==> config.mk <==
export PLATFORM = sky130hd
export DESIGN_NAME = perf_counter_bank_flat
export DESIGN_NICKNAME = d
export VERILOG_FILES = /design/src/rtl/perf_counter_bank_if.sv /design/src/rtl/perf_counter_bank.sv /design/src/flat_wrapper.sv
export SDC_FILE = /design/constraint.sdc
export NUM_CORES = 1
export LEC_CHECK = 0
export CELL_PAD_IN_SITES_DETAIL_PLACEMENT = 1
export CELL_PAD_IN_SITES_GLOBAL_PLACEMENT = 1
export CORE_MARGIN = 8
export CORE_UTILIZATION = 45
export DETAILED_ROUTE_END_ITERATION = 8
export PLACE_DENSITY = 0.89
export SYNTH_ARGS = -nofsm -noshare
export SYNTH_HDL_FRONTEND = slang
export SYNTH_SLANG_ARGS = --single-unit
==> constraint.sdc <==
create_clock -name clk -period 3.3 [get_ports clk]
set_clock_uncertainty 0.15 [all_clocks]
set_input_delay 0.66 -clock clk [delete_from_list [all_inputs] [get_ports clk]]
set_output_delay 0.66 -clock clk [all_outputs]
set_load 0.01 [all_outputs]
==> src/rtl/perf_counter_bank_if.sv <==
// Memory-mapped access bus for the MEM-stage performance counter bank.
// The master drives the address and strobes; the counter bank answers with hit, read data and a response pulse.
interface perf_counter_bank_if;
    logic [15:0] addr;
    logic        rd_req;
    logic        wr_req;
    logic [15:0] wdata;
    logic        hit;
    logic [15:0] rdata;
    logic        resp;
    logic        busy;

    modport master (
        output addr, rd_req, wr_req, wdata,
        input  hit, rdata, resp, busy
    );

    modport slave (
        input  addr, rd_req, wr_req, wdata,
        output hit, rdata, resp, busy
    );
endinterface

==> src/rtl/perf_counter_bank.sv <==
// Parametrised bank of event counters with a CTRL and a STATUS register.
// Counters can saturate or wrap, and a read path with a one-cycle response.
module perf_counter_bank #(
    parameter int          NUM_CH      = 9,
    parameter int          CNT_WIDTH   = 10,
    parameter logic [15:0] TOP_ADDR    = 16'hFFFF,
    parameter logic        SAT_DEFAULT = 1'b1
) (
    input  logic                clk,
    input  logic                reset_n,
    input  logic [NUM_CH-1:0]   event_in,
    perf_counter_bank_if.slave  bus,
    output logic                overflow_any
);

    localparam logic [15:0] CTRL_ADDR   = TOP_ADDR - 16'(2 * NUM_CH);
    localparam logic [15:0] STATUS_ADDR = TOP_ADDR - 16'(2 * (NUM_CH + 1));

    typedef enum logic {IDLE, RESP} state_t;

    state_t               state;
    state_t               state_next;
    logic [CNT_WIDTH-1:0] cnt [NUM_CH];
    logic [NUM_CH-1:0]    overflow;
    logic [NUM_CH-1:0]    ch_sel;
    logic [NUM_CH-1:0]    wrap;
    logic                 freeze;
    logic                 sat;
    logic                 sel_ctrl;
    logic                 sel_status;
    logic                 accept;
    logic                 wr_en;
    logic                 rd_en;
    logic                 clear_all;
    logic [15:0]          rd_mux;

    always_comb begin
        for (int i = 0; i < NUM_CH; i++) begin
            ch_sel[i] = (bus.addr == 16'(TOP_ADDR - 16'(2 * i)));
        end
    end

    assign sel_ctrl     = (bus.addr == CTRL_ADDR);
    assign sel_status   = (bus.addr == STATUS_ADDR);
    assign bus.hit      = (|ch_sel) | sel_ctrl | sel_status;
    assign accept       = (state == IDLE) && (bus.rd_req || bus.wr_req) && bus.hit;
    assign wr_en        = accept && bus.wr_req;
    assign rd_en        = accept && bus.rd_req;
    assign clear_all    = wr_en && sel_ctrl && bus.wdata[1];
    assign overflow_any = |overflow;

    // A wrap only counts when neither clear_all nor a store to the channel overrides the increment.
    always_comb begin
        for (int i = 0; i < NUM_CH; i++) begin
            wrap[i] = event_in[i] && !freeze && !sat && (&cnt[i])
                      && !clear_all && !(wr_en && ch_sel[i]);
        end
    end

    always_ff @(posedge clk or negedge reset_n) begin
        if (!reset_n) begin
            for (int i = 0; i < NUM_CH; i++) begin
                cnt[i] <= '0;
            end
        end else begin
            for (int i = 0; i < NUM_CH; i++) begin
                if (clear_all) begin
                    cnt[i] <= '0;
                end else if (wr_en && ch_sel[i]) begin
                    cnt[i] <= bus.wdata[CNT_WIDTH-1:0];
                end else if (event_in[i] && !freeze && !(sat && (&cnt[i]))) begin
                    cnt[i] <= cnt[i] + 1'b1;
                end
            end
        end
    end

    // A wrap on the same edge as a write-1-to-clear keeps its flag set.
    always_ff @(posedge clk or negedge reset_n) begin
        if (!reset_n) begin
            overflow <= '0;
        end else if (clear_all) begin
            overflow <= '0;
        end else if (wr_en && sel_status) begin
            overflow <= (overflow & ~bus.wdata[NUM_CH-1:0]) | wrap;
        end else begin
            overflow <= overflow | wrap;
        end
    end

    always_ff @(posedge clk or negedge reset_n) begin
        if (!reset_n) begin
            freeze <= 1'b0;
            sat    <= SAT_DEFAULT;
        end else if (wr_en && sel_ctrl) begin
            freeze <= bus.wdata[0];
            sat    <= bus.wdata[2];
        end
    end

    always_comb begin
        rd_mux = '0;
        if (sel_ctrl) begin
            rd_mux = {13'd0, sat, 1'b0, freeze};
        end else if (sel_status) begin
            rd_mux = 16'(overflow);
        end else begin
            for (int i = 0; i < NUM_CH; i++) begin
                if (ch_sel[i]) begin
                    rd_mux = 16'(cnt[i]);
                end
            end
        end
    end

    always_ff @(posedge clk or negedge reset_n) begin
        if (!reset_n) begin
            bus.rdata <= '0;
        end else if (rd_en) begin
            bus.rdata <= rd_mux;
        end
    end

    always_ff @(posedge clk or negedge reset_n) begin
        if (!reset_n) begin
            state <= IDLE;
        end else begin
            state <= state_next;
        end
    end

    always_comb begin
        state_next = state;
        case (state)
            IDLE:    if (accept) state_next = RESP;
            RESP:    state_next = IDLE;
            default: state_next = IDLE;
        endcase
    end

    always_comb begin
        bus.resp = (state == RESP);
        bus.busy = (state == RESP);
    end

endmodule

==> src/flat_wrapper.sv <==
// flat-port wrapper written by rule: the top's interface ports become plain ports
module perf_counter_bank_flat 
#(
    parameter int          NUM_CH      = 9,
    parameter int          CNT_WIDTH   = 10,
    parameter logic [15:0] TOP_ADDR    = 16'hFFFF,
    parameter logic        SAT_DEFAULT = 1'b1
)
  (clk, reset_n, event_in, overflow_any, bus_addr, bus_rd_req, bus_wr_req, bus_wdata, bus_hit, bus_rdata, bus_resp, bus_busy);
  perf_counter_bank_if bus_i ();
  input  logic clk;
  input  logic reset_n;
  input  logic [NUM_CH-1:0] event_in;
  output logic overflow_any;
  input wire logic [$bits(bus_i.addr)-1:0] bus_addr;
  input wire logic [$bits(bus_i.rd_req)-1:0] bus_rd_req;
  input wire logic [$bits(bus_i.wr_req)-1:0] bus_wr_req;
  input wire logic [$bits(bus_i.wdata)-1:0] bus_wdata;
  output wire logic [$bits(bus_i.hit)-1:0] bus_hit;
  output wire logic [$bits(bus_i.rdata)-1:0] bus_rdata;
  output wire logic [$bits(bus_i.resp)-1:0] bus_resp;
  output wire logic [$bits(bus_i.busy)-1:0] bus_busy;
  assign bus_i.addr = bus_addr;
  assign bus_i.rd_req = bus_rd_req;
  assign bus_i.wr_req = bus_wr_req;
  assign bus_i.wdata = bus_wdata;
  assign bus_hit = bus_i.hit;
  assign bus_rdata = bus_i.rdata;
  assign bus_resp = bus_i.resp;
  assign bus_busy = bus_i.busy;
  perf_counter_bank #(.NUM_CH(NUM_CH), .CNT_WIDTH(CNT_WIDTH), .TOP_ADDR(TOP_ADDR), .SAT_DEFAULT(SAT_DEFAULT)) u_core (.clk(clk), .reset_n(reset_n), .event_in(event_in), .bus(bus_i), .overflow_any(overflow_any));
endmodule
# ---- Yosys cells after proc, flatten, opt, wreduce, memory -nomap -nowiden
# Index checks and enable logic that the tools add are counted.
# W data, S select, Z words.
dict set report op_classes {
  bitwise 7
  n_mux 42
  reduce_logical 121
  n_eq_ne 11
  add_sub_neg 9
}
# cell count
set op_table {}
lappend op_table {{$mux W10} 36}
lappend op_table {{$eq A16 B16 Y1 const B} 11}
lappend op_table {{$add A10 B1 Y10 const B} 9}
lappend op_table {{$reduce_and A10 Y1} 9}
lappend op_table {{$logic_and A1 B1 Y1} 79}
lappend op_table {{$mux W16} 2}
lappend op_table {{$reduce_bool A3 Y1} 9}
lappend op_table {{$logic_not A1 Y1} 21}
lappend op_table {{$mux W9} 2}
lappend op_table {{$or A9 B9 Y9} 2}
lappend op_table {{$reduce_or A9 Y1} 2}
lappend op_table {{$and A9 B9 Y9} 1}
lappend op_table {{$not A9 Y9} 1}
lappend op_table {{$or A1 B1 Y1} 2}
lappend op_table {{$pmux W1 S2} 1}
lappend op_table {{$logic_or A1 B1 Y1} 1}
lappend op_table {{$mux W1} 1}
lappend op_table {{$not A1 Y1} 1}
dict set report word_totals {
  input_bits 45
  elab_cells 204
  output_inout_bits 20
  ff_bits 118
}

# ---- Depth between registers and ports, before layout
# Gate-level depths: netlist (run 1).
dict set report depth {
  word_depth 14
  depth_mapped 9
  depth_no_buf 7
}

# ---- Worst setup path after synthesis (run 1)
# Ideal clock, no wire load.
dict set report synth_path {
  path_kind {input to register}
  startpoint {input bus_addr[6]}
  endpoint {register u_core.cnt[11] (netlist name)}
  path_slack_ps 582
  stages 7
  setup_ps 133
  required_time_ps 3017
  t_arrival_ps 2435
  n_path_buf 2
  cell_sequence {nand4_4 -> or4_4 -> buf_6 -> nor4_4 -> buf_6 -> mux2i_1 -> o31ai_2}
}
dict set report synth_via {
  elab_chain_len 9
  elab_cells_between_ends 22
  cone_classes {11 x eq/ne; 2 x mux; 2 x bitwise; 7 x reduce/logical}
}
# item line_no
set synth_rtl {}
lappend synth_rtl {{start: declaration} flat_wrapper.sv:15} ;# input wire logic [$bits(bus_i.addr)-1:0] bus_addr;
lappend synth_rtl {{$eq A16 B16 Y1} perf_counter_bank.sv:39} ;# ch_sel[i] = (bus.addr == 16'(TOP_ADDR - 16'(2 * i)));
lappend synth_rtl {{$reduce_or A9 Y1} perf_counter_bank.sv:45} ;# assign bus.hit = (|ch_sel) | sel_ctrl | sel_status;
lappend synth_rtl {{$or A1 B1 Y1 (2 in series)} perf_counter_bank.sv:45}
lappend synth_rtl {{$logic_and A1 B1 Y1} perf_counter_bank.sv:46} ;# assign accept = (state == IDLE) && (bus.rd_req || bus.wr_req) && bus.hit;
lappend synth_rtl {{$logic_and A1 B1 Y1} perf_counter_bank.sv:47} ;# assign wr_en = accept && bus.wr_req;
lappend synth_rtl {{$logic_and A1 B1 Y1, on equally long branches} {perf_counter_bank.sv:69, perf_counter_bank.sv:49}}
lappend synth_rtl {{$mux W10 or $logic_and A1 B1 Y1 (tied branches)} {perf_counter_bank.sv:69, perf_counter_bank.sv:49}}
lappend synth_rtl {{$mux W10 or $reduce_bool A3 Y1 (tied branches)} --}
lappend synth_rtl {{end signal: indexed assignment} perf_counter_bank.sv:70} ;# cnt[i] <= bus.wdata[CNT_WIDTH-1:0];
lappend synth_rtl {{end signal: indexed assignment} perf_counter_bank.sv:72} ;# cnt[i] <= cnt[i] + 1'b1;
lappend synth_rtl {{end: declaration} perf_counter_bank.sv:23} ;# logic [CNT_WIDTH-1:0] cnt [NUM_CH];
# Several ways; a longest one is shown, not always the timed one.
# A chain may end at the register's enable or synchronous reset.

# ---- Worst setup path in the final report (run 1)
dict set report layout_path {
  startpoint {input bus_addr[5]}
  endpoint {output bus_hit}
}
dict set report layout_via {
  elab_chain_len 4
  elab_cells_between_ends 14
  cone_classes {11 x eq/ne; 2 x bitwise; 1 x reduce/logical}
}
# item line_no
set layout_rtl {}
lappend layout_rtl {{$eq A16 B16 Y1} perf_counter_bank.sv:39}
lappend layout_rtl {{$reduce_or A9 Y1} perf_counter_bank.sv:45}
lappend layout_rtl {{$or A1 B1 Y1} perf_counter_bank.sv:45}
lappend layout_rtl {{$or A1 B1 Y1 (*)} perf_counter_bank.sv:45}
lappend layout_rtl {{end: declaration} flat_wrapper.sv:19} ;# output wire logic [$bits(bus_i.hit)-1:0] bus_hit;
# Every way passes the cells marked *; elsewhere a longest branch is shown, timed or not.

==> summary.txt, run 1 <==
Status: completed
Row Count: 49
Top FF cell, synth: dfrtp_1
R2R cell count: 9
Finished Layout Cells: 1314
Gr usage total: 0.3019
Crit start category: input port
Post-DR wirelength/cell: 25.51 um
HP Class: in2async
FF-to-FF Start: u_core.cnt[60]$_DFFE_PN0P_
Sequential element share of the synthesized area: 0.3474
Flops & latches, synth: 112
Cell Area, Synth: 0.008070 mm2
Arrival @ worst endpoint: 2390 ps
Num CTS Buffers: 9
Leakage power: 3.814 nW
Peak per-stage delay on the critical path: 560 ps
Post-route setup slack: 96.18 ps
Initial DRC count: 777
Final Setup Violations: 0
Cts repair resizes: 1
RSZ-0062 raised after global routing: no
Most used cell, CP: clkdlybuf4s50_1
Final period util: 0.9709
Final hold slack: 20.80 ps
Worst setup path start: bus_addr[5]
Share of cells above drive strength 1: 0.1143
Via-per-instance ratio: 6.685
Root buffer cell: clkbuf_16
Fmax: 312.1 MHz
Total Routed Length: 33.52 mm
Initial antenna violation count: 0
First-pass GRT wire length: 51.69 mm
Max-cap viol count: 0
Syn avg cell area: 8.078 um2
Most frequent cells in the layout: 128 x nand2_1, 111 x dfrtp_1, 79 x o21ai_0, 78 x nor2_1, 75 x buf_4
Placer Congestion: 1.002
Critical Path End Type: output port
Most common cell after layout, fill and taps aside: nand2_1
1st-pass router iterations: 5
Multiplexer share of the synthesized area: 0.03163
Mapped Cells: 999
Sink Count: 112
CTS tree: done
Number of fillers in the final layout: 2176
Fin util: 0.5393
Ant diodes: 0
DP Wirelength: 24.92 mm
Clock Latency Late Sink: 360 ps
Minimum clock period after layout: 3204 ps
Xor/xnor share of the synthesized area: 0.05101
Post-synth EDFFs: 0
Post-synthesis cell type count: 74
Core Area: 0.01778 mm2
Setup WS pre-CTS: -89.97 ps
Post-synthesis simple-gate area fraction: 0.2823
CTS Hold Bufs: 0
Warnings, synthesis: 0
H-tree depth: 3
CP cell instances: clkdlybuf4s50_1 -> nand4_4 -> nor3_2 -> and3_1 -> clkdlybuf4s50_1
Global route overflow: 0
FFs w/ async S/R, synth: 1.000
Area delta synth->final: 18.81%
Slew HR: 0.3478
Port bufs: 52
Largest net degree at the start of global routing: 64
Crit Path Class: in2out
Worst-path maximum fanout: 4
Final net count: 1134
Main combinational cell family by area after synthesis: simple AND/OR/NAND/NOR gates
Worst-Margin Slew: 975.3 ps
Width of the die: 149.9 um
Via Count: 8784
Vias in the first global route: 8988
Slowest CP cell: clkdlybuf4s50_1
Die ar.: 0.02247 mm2
Drc violations: 0
Hold Vio Cnt, Final: 0
Boundary pin count: 65
Placed Cells: 1298
Die height: 149.9 um
Post-synthesis compound-gate area fraction: 0.2295
Peak supply drop: 0.2487 mV
Final Max Slew Viols: 0
Starting Density: 0.4539
Power per cell area: 293.9 mW/mm2
Post-CTS Repair Setup Buffers: 0
Adder-cell share of the synthesized area: 0.01395
Antenna-violating nets left: 0
Register clock-pin slew on the reported worst setup and hold paths: 80 ps
CP Data Required Time: 2490 ps
Clock Path Buffers: 2
synthesized netlist by cell type, types with 11 or more instances:
cell type	number	area, um2
nor4_1	19	118.9
xnor2_1	22	192.7
o211ai_1	11	82.58
dfrtp_1	111	2778
a22oi_1	11	82.58
xor2_1	25	219.0
o21ai_0	79	395.4
clkbuf_1	48	180.2
nor3_1	40	200.2
nor2_1	78	292.8
nand4_1	20	125.1
nand3_1	55	275.3
nand2_1	128	480.5
inv_1	13	48.80
a21oi_1	69	345.3
o31ai_1	11	82.58
mux2i_1	21	210.2
and3_1	18	112.6
o22ai_1	22	137.6
kinds of logic (layout without fill, tap and decap cells):
| logic type | count (synthesis) | count (layout) |
|---|---|---|
| AO/OA/AOI/OAI | 288 | 288 |
| buffers and inverters | 80 | 161 |
| multiplexers | 25 | 25 |
| flip-flops | 112 | 112 |
| AND/OR/NAND/NOR | 437 | 437 |
| other | 1 | 6 |
| adder cells (fa/ha/maj) | 9 | 9 |
| XOR/XNOR | 47 | 47 |
final cells by class:
| type | instances | area (um2) | share of cell area |
|---|---|---|---|
| clock buffer | 12 | 246.5 | 0.02571 |
| clock inverter | 4 | 51.30 | 0.005350 |
| tap | 229 | 286.5 | 0.02988 |
| timing repair buffer | 132 | 1194 | 0.1245 |
| multi-input combinational | 812 | 4957 | 0.5170 |
| inverter | 13 | 48.80 | 0.005089 |
| sequential | 112 | 2804 | 0.2924 |
final timing paths:
check	to	slack (ps)
setup / recovery	bus_hit	100
hold / removal	u_core.cnt[65]$_DFFE_PN0P_	20
setup reg to reg	u_core.cnt[60]$_DFFE_PN0P_	580
hold reg to reg	u_core.bus.rdata[9]$_DFFE_PN0P_	390
max in group asynchronous	u_core.cnt[78]$_DFFE_PN0P_	2210
min in group clk	u_core.bus.rdata[9]$_DFFE_PN0P_	390
power breakdown:
group / internal (mW) / leakage (nW) / switching (mW)
logic: 0.0944 / 2.17 / 0.166
registers: 1.38 / 1.51 / 0.0159
clock network: 0.614 / 0.143 / 0.548
total: 2.09 / 3.81 / 0.730
layer usage:
metal	vias to the layer above	routed length [um]	part of all wire	track usage
met5	-	0	0	0
met4	0	1879	0.056	0.1679
met3	108	2675	0.080	0.06380
met2	405	14900	0.44	0.4658
met1	4431	14060	0.42	0.3875
li1	3840	-	-	-
critical path, delay by kind of cell:
kind | cells | cell delay, ps
AND/OR/NAND/NOR | 3 | 630
buffers and inverters | 2 | 1100
through the flow:
step / setup TNS [ps] / area [um2] / total power, mW
floorplan: 0 / 8089 / 1.517
global placement: -70.41 / 9285 / 1.668
detailed placement: -956.1 / 9285 / 1.676
CTS: 0 / 9588 / 2.819
global route: 0 / 9588 / 2.890
finish: 0 / 9588 / 2.818
flip-flops by register name, indices dropped and copies added, names as in the netlist:
register	cells
u_core.cnt	90
u_core.overflow	9
u_core.freeze	1
u_core.sat	1
u_core.bus.busy	1
u_core.bus.rdata	10
Note: power is estimated with default switching activity, not from simulation.
==> run 2: changes to the inputs <==
- ABC_AREA: default -> 1
- CORE_UTILIZATION: 45 -> 44
- CTS_BUF_LIST: default -> sky130_fd_sc_hd__clkbuf_4 sky130_fd_sc_hd__clkbuf_8
- MAX_ROUTING_LAYER: default -> met4
- PLACE_DENSITY: 0.89 -> 0.9
==> run 2 against run 1 <==
First-iteration DRC count is 1.0% lower; setup slack better by 310 ps; final area is 5.7% higher; global-route usage is 1.2 points lower; utilization is 3.2 points lower; non-clock buffer count is 14 lower; sequential share of layout area is 1.6 points lower; total power is 55% higher; register-to-register slack better by 150 ps; routed wire length is 3.3% higher; synthesized area is 9.3% higher; critical path depth is 11 higher.
==> summary.txt, run 2 <==
Initial DRC count: 769 (-1.0%)
Ant diodes: 0 (unchanged)
Syn avg cell area: 6.670 um2 (-17%)
Boundary pin count: 65 (unchanged)
Register share of total power: 0.477 (-0.018)
Initial antenna violation count: 0 (unchanged)
Net Sw Power: 1.724 mW (+140%)
CP Data Required Time: 3500 ps (+1010 ps)
Most common cell after layout, fill and taps aside: nand2_1
Max-cap viol count: 0 (unchanged)
FFs w/ async S/R, synth: 1.000 (unchanged)
Flops & latches, synth: 112 (unchanged)
Clock Latency Late Sink: 400 ps (+40 ps)
Total Routed Length: 34.64 mm (+3.3%)
Internal power: 2.632 mW (+26%)
Num CTS Buffers: 9 (unchanged)
CP Depth: 16 (+11)
Cell Area, Synth: 0.008825 mm2 (+9.3%)
Share of cells above drive strength 1: 0.09319 (-0.02110)
Largest regs: u_core.cnt: 90 flops, u_core.bus.rdata: 10 flops, u_core.overflow: 9 flops
Final Cell Area: 0.01013 mm2 (+5.7%)
Global route overflow: 0 (unchanged)
Post-CTS Repair Setup Buffers: 0 (unchanged)
Starting Density: 0.4418 (-0.01210)
Top-count cell post-synth: nand2_1
First-pass GRT wire length: 54.34 mm (+5.1%)
Number of fillers in the final layout: 2697 (+24%)
Root buffer cell: clkbuf_8
Post-synth EDFFs: 0 (unchanged)
Register clock-pin slew on the reported worst setup and hold paths: 120 ps (+40 ps)
Antenna-violating nets left: 0 (unchanged)
Hold Vio Cnt, Final: 0 (unchanged)
Die ar.: 0.02484 mm2 (+11%)
HP Class: in2async
Port bufs: 52 (unchanged)
Leakage power: 5.187 nW (+36%)
Area contributors post-synth: dfrtp_1 31%, nand2_1 17%, nor2_1 7.1%
Sequential element share of the synthesized area: 0.3177 (-0.02970)
Warnings, synthesis: 0 (unchanged)
Core Area: 0.01997 mm2 (+12%)
Arrival @ worst endpoint: 3090 ps (+700 ps)
FF-to-FF setup slack: 730 ps (+150 ps)
CP cell instances: clkdlybuf4s50_1 -> nand2_1 -> nor2_2 -> nand2_4 -> buf_4 -> nor2_1 -> nand2_1 -> nand3_1 -> nor2_1 -> nand2_1 -> nand3_1 -> nor2_1 -> inv_2 -> nor2_1 -> nand2_1 -> nand2_1
Final Max Slew Viols: 0 (unchanged)
Post-synthesis cell type count: 47 (-36%)
Area delta synth->final: 14.84%
H-tree depth: 3 (unchanged)
Vias in the first global route: 9961 (+11%)
Synth top cells by count: 399 x nand2_1, 168 x nor2_1, 115 x nand3_1
Slew HR: 0.4255 (+0.07770)
Gr usage total: 0.2901 (-0.01179)
Yosys top cell area share: 0.3148 (-0.02943)
Minimum clock period after layout: 2894 ps (-309.4 ps)
Peak per-stage delay on the critical path: 460 ps (-100 ps)
Cell family with most CP delay: simple AND/OR/NAND/NOR gates
RSZ-0062 raised after global routing: no
Largest area contributor in the netlist: dfrtp_1
Crit Path Class: in2reg
Critical Path End Type: register
CTS tree: done
Post-DR wirelength/cell: 20.80 um (-18%)
Final net count: 1444 (+27%)
Total negative slack: 0 ps (unchanged)
Most frequent cells in the layout: 399 x nand2_1, 168 x nor2_1, 115 x nand3_1, 111 x dfrtp_1
Fmax: 345.5 MHz (+11%)
Via Count: 9855 (+12%)
Width of the die: 157.6 um (+5.1%)
Drc violations: 0 (unchanged)
Switching Fraction: 0.3958 (+0.1367)
Clock share of power: 0.230 (-0.182)
Most used cell, CP: nand2_1
Top FF cell, synth: dfrtp_1
Final hold slack: 125.3 ps (+104.5 ps)
Final period util: 0.8771 (-0.09375)
Status: completed
Die height: 157.6 um (+5.1%)
Bufs and invs on worst path: 3 (+1)
Placer Congestion: 0.9434 (-5.8%)
Row Count: 52 (+6.1%)
Mapped Cells: 1323 (+32%)
Final Setup Violations: 0 (unchanged)
Power per cell area: 429.9 mW/mm2 (+46%)
Crit start category: input port
DP Wirelength: 25.49 mm (+2.3%)
Via-per-instance ratio: 5.919 (-11%)
Post-route setup slack: 405.6 ps (+309.4 ps)
R2R cell count: 10 (+1)
Worst-path maximum fanout: 8 (+4)
1st-pass router iterations: 7 (+2)
Reg with most FFs: u_core.cnt
Clock Path Buffers: 2 (unchanged)
Peak supply drop: 0.2727 mV (+9.7%)
Power share of the combinational group: 0.294 (+0.202)
Placed inst area: 0.009903 mm2 (+6.7%)
Setup WS pre-CTS: 17.72 ps (+107.7 ps)
Largest net degree at the start of global routing: 49 (-23%)
Sink Count: 112 (unchanged)
Fin util: 0.5074 (-0.03188)
Slowest CP cell: clkdlybuf4s50_1
Max reg flops: 90 (unchanged)
Worst-Margin Slew: 859.1 ps (-116.2 ps)
run 2: area by class of cell:
class,instances,area (um2),share of cell area
flip-flops and latches,112,2804,0.2767
inverters,104,390.4,0.03852
repair buffers,118,1054,0.1040
clock inverters,6,91.34,0.009012
clock buffers,10,137.6,0.01358
multi-input cells,1045,5320,0.5249
well taps,270,337.8,0.03333
run 2: repair_timing:
item / in CTS / in global routing
setup endpoints to repair: 0 / 1
hold buffers: 0 / 0
resized for setup: 0 / 1
run 2: worst paths after layout:
check                                           startpoint                         endpoint
min                                                reset_n       u_core.cnt[67]$_DFFE_PN0P_
max                                            bus_addr[9]  u_core.bus.rdata[3]$_DFFE_PN0P_
max reg2reg                     u_core.cnt[10]$_DFFE_PN0P_       u_core.cnt[19]$_DFFE_PN0P_
max in group asynchronous                          reset_n       u_core.cnt[80]$_DFFE_PN0P_
min reg2reg                u_core.bus.rdata[6]$_DFFE_PN0P_  u_core.bus.rdata[6]$_DFFE_PN0P_
min in group clk           u_core.bus.rdata[6]$_DFFE_PN0P_  u_core.bus.rdata[6]$_DFFE_PN0P_
run 2: kinds of logic after synthesis:
kind of cell | after synthesis | synth area share
AO/OA/AOI/OAI | 127 | 0.08110
XOR/XNOR | 64 | 0.06352
other | 1 | 0.0004249
multiplexers | 1 | 0.001276
flip-flops | 112 | 0.3177
adder cells (fa/ha/maj) | 9 | 0.01276
AND/OR/NAND/NOR | 838 | 0.4408
buffers and inverters | 171 | 0.08237
run 2: layer usage:
| layer | up-vias | GRT usage | wire length (um) |
|---|---|---|---|
| met2 | 387 | 0.4423 | 15750 |
| met3 | 76 | 0.06388 | 2917 |
| met1 | 4898 | 0.3695 | 14780 |
| li1 | 4494 | - | - |
| met4 | 0 | 0.1151 | 1197 |
| met5 | - | - | 0 |
run 2: stage by stage:
stage / power, mW / instances
2_1_floorplan: 2.839 / 1328
6_report: 4.356 / 1665
4_1_cts: 4.348 / 1665
3_3_place_gp: 3.213 / 1649
5_1_grt: 4.612 / 1665
3_5_place_dp: 3.333 / 1649
run 2: power by group through the flow:
stage	clock network [mW]	logic, mW	registers, mW
final	1.00	1.28	2.08
after global routing	1.06	1.45	2.11
after CTS	1.02	1.28	2.05
after detailed placement	0	1.26	2.07
after global placement	0	1.16	2.05
after floorplan	0	0.922	1.92
==> run 3: changes to the inputs <==
- CORE_UTILIZATION: 44 -> 48
- PLACE_DENSITY: 0.9 -> 0.95
- clock period: 3.3 -> 3.6 ns (I/O delays scaled with it)
==> run 3 against run 2 <==
Sequential power down 9%; non-clock buffer count fell by 18; setup slack got worse by 260 ps; die area down 7.5%; sequential cell count is the same; combinational power down 9%; first-iteration DRC count up 10%; total power shrank 9.3%; sequential share of layout area increased by 0.51 points; critical path type is now in2out; largest power group unchanged; highest routed layer unchanged.
==> summary.txt, run 3 (synthesized netlist as in run 2, its figures left out) <==
Status: completed
Width of the die: 151.6 um (-3.8%)
Most common cell after layout, fill and taps aside: nand2_1
Max Used Layer: met4
Switching Fraction: 0.4095 (+0.01372)
1st-pass router iterations: 5 (-2)
Placed inst area: 0.009729 mm2 (-1.8%)
Crit Path Class: in2out
Vias in the first global route: 9895 (-0.66%)
Initial antenna violation count: 0 (unchanged)
CP Data Required Time: 2730 ps (-770 ps)
Global route overflow: 0 (unchanged)
Max reg flops: 90 (unchanged)
Placer Congestion: 1.007 (+6.7%)
Ant diodes: 0 (unchanged)
Final Cell Area: 0.009952 mm2 (-1.8%)
Gr usage total: 0.3157 (+0.02555)
Final net count: 1426 (-1.2%)
Share of cells above drive strength 1: 0.08134 (-0.01185)
Final Max Slew Viols: 0 (unchanged)
CTS tree: done
Clock Latency Late Sink: 420 ps (+20 ps)
Root buffer cell: clkbuf_8
Largest regs: u_core.cnt: 90 flops, u_core.bus.rdata: 10 flops, u_core.overflow: 9 flops
Power per cell area: 397.2 mW/mm2 (-7.6%)
Crit start category: input port
Final period util: 0.9593
Via Count: 9858 (+0.030%)
Net Sw Power: 1.619 mW (-6.1%)
H-tree depth: 3 (unchanged)
Clock Path Buffers: 2 (unchanged)
Initial DRC count: 846 (+10%)
Final Setup Violations: 0 (unchanged)
Leakage power: 5.094 nW (-1.8%)
Antenna-violating nets left: 0 (unchanged)
Post-CTS Repair Setup Buffers: 0 (unchanged)
Finished Layout Cells: 1606 (-3.5%)
Max-cap viol count: 0 (unchanged)
Drc violations: 0 (unchanged)
CTS Hold Bufs: 0 (unchanged)
Register clock-pin slew on the reported worst setup and hold paths: 120 ps (about the same)
Core Area: 0.01802 mm2 (-9.8%)
Boundary pin count: 65 (unchanged)
Starting Density: 0.4896 (+0.04778)
Area delta synth->final: 12.77%
Slew HR: 0.4477 (+0.02226)
Worst-path maximum fanout: 4 (-4)
Die ar.: 0.02298 mm2 (-7.5%)
Cts repair resizes: 0 (unchanged)
Fmax: 289.6 MHz
Die height: 151.6 um (-3.8%)
Hold Vio Cnt, Final: 0 (unchanged)
Peak supply drop: 0.2931 mV (+7.5%)
Total Routed Length: 34.39 mm (-0.71%)
DR WL met3: 2.722 mm (-6.7%)
Reg with most FFs: u_core.cnt
Most frequent cells in the layout: 399 x nand2_1, 168 x nor2_1, 115 x nand3_1, 111 x dfrtp_1
Placed Cells: 1590 (-3.6%)
Power share of the combinational group: 0.296 (+0.002)
Worst-Margin Slew: 825.8 ps (-33.28 ps)
Port bufs: 52 (unchanged)
Critical Path End Type: output port
Largest net degree at the start of global routing: 68 (+39%)
Fin util: 0.5521 (+0.04474)
Arrival @ worst endpoint: 2580 ps (-510 ps)
WL met1: 14.49 mm (-1.9%)
Metal2 WL: 15.66 mm (-0.55%)
Num CTS Buffers: 9 (unchanged)
Internal power: 2.335 mW (-11%)
First-pass GRT wire length: 54.59 mm (+0.47%)
Post-DR wirelength/cell: 21.42 um (+2.9%)
Sink Count: 112 (unchanged)
DP Wirelength: 24.67 mm (-3.2%)
Final hold slack: 211.1 ps (+85.79 ps)
Clock share of power: 0.222 (-0.008)
Via-per-instance ratio: 6.138 (+3.7%)
HP Class: in2async
Register share of total power: 0.482 (+0.005)
RSZ-0062 raised after global routing: no
Minimum clock period after layout: 3454 ps
Row Count: 49 (-5.8%)
-- run 3: worst max-delay path, stage by stage --
cell,delay (ps)
clkdlybuf4s50_1,470
nand2_1,60
nor2_2,200
nand4_2,150
nor2_1,170
nor2_1,70
nand3_2,160
clkdlybuf4s50_1,580
-- run 3: layout make-up --
type                            instances  area (um2)
Tap cell                              229       286.5
Sequential cell                       112        2804
Inverter                              104       390.4
Timing Repair Buffer                  100       928.4
Clock inverter                          7       98.84
Multi-Input combinational cell       1045        5320
Fill cell                            2451        8073
Clock buffer                            9       123.9
-- run 3: worst paths after layout --
| path | from | to | slack [ps] | cells past startpoint |
|---|---|---|---|---|
| min in group clk | u_core.bus.rdata[5]$_DFFE_PN0P_ | u_core.bus.rdata[5]$_DFFE_PN0P_ | 360 | 2 |
| max in group asynchronous | reset_n | u_core.cnt[49]$_DFFE_PN0P_ | 2260 | 2 |
| setup / recovery | bus_addr[9] | bus_hit | 150 | 8 |
| setup reg to reg | u_core.cnt[30]$_DFFE_PN0P_ | u_core.cnt[36]$_DFFE_PN0P_ | 1010 | 10 |
| hold reg to reg | u_core.bus.rdata[5]$_DFFE_PN0P_ | u_core.bus.rdata[5]$_DFFE_PN0P_ | 360 | 2 |
| hold / removal | reset_n | u_core.cnt[54]$_DFFE_PN0P_ | 210 | 1 |
-- run 3: metal layers --
layer / track usage / vias up
met5: - / -
met4: 0.1396 / 0
met3: 0.04128 / 110
met2: 0.4867 / 426
met1: 0.4093 / 4869
li1: - / 4453
-- run 3: stage by stage --
stage / setup WS, ps / TNS [ps] / power [mW]
floorplan: 1085 / 0 / 2.603
global placement: 113.8 / 0 / 2.958
detailed placement: -7.226 / -9.201 / 3.063
CTS: 140.3 / 0 / 3.941
global route: 26.31 / 0 / 4.196
finish: 146.4 / 0 / 3.953
-- run 3: power groups by stage --
stage | registers, mW | logic (mW) | clock network [mW]
detailed placement | 1.90 | 1.16 | 0
CTS | 1.88 | 1.17 | 0.884
global placement | 1.89 | 1.07 | 0
finish | 1.90 | 1.17 | 0.878
floorplan | 1.76 | 0.845 | 0
global route | 1.93 | 1.33 | 0.935
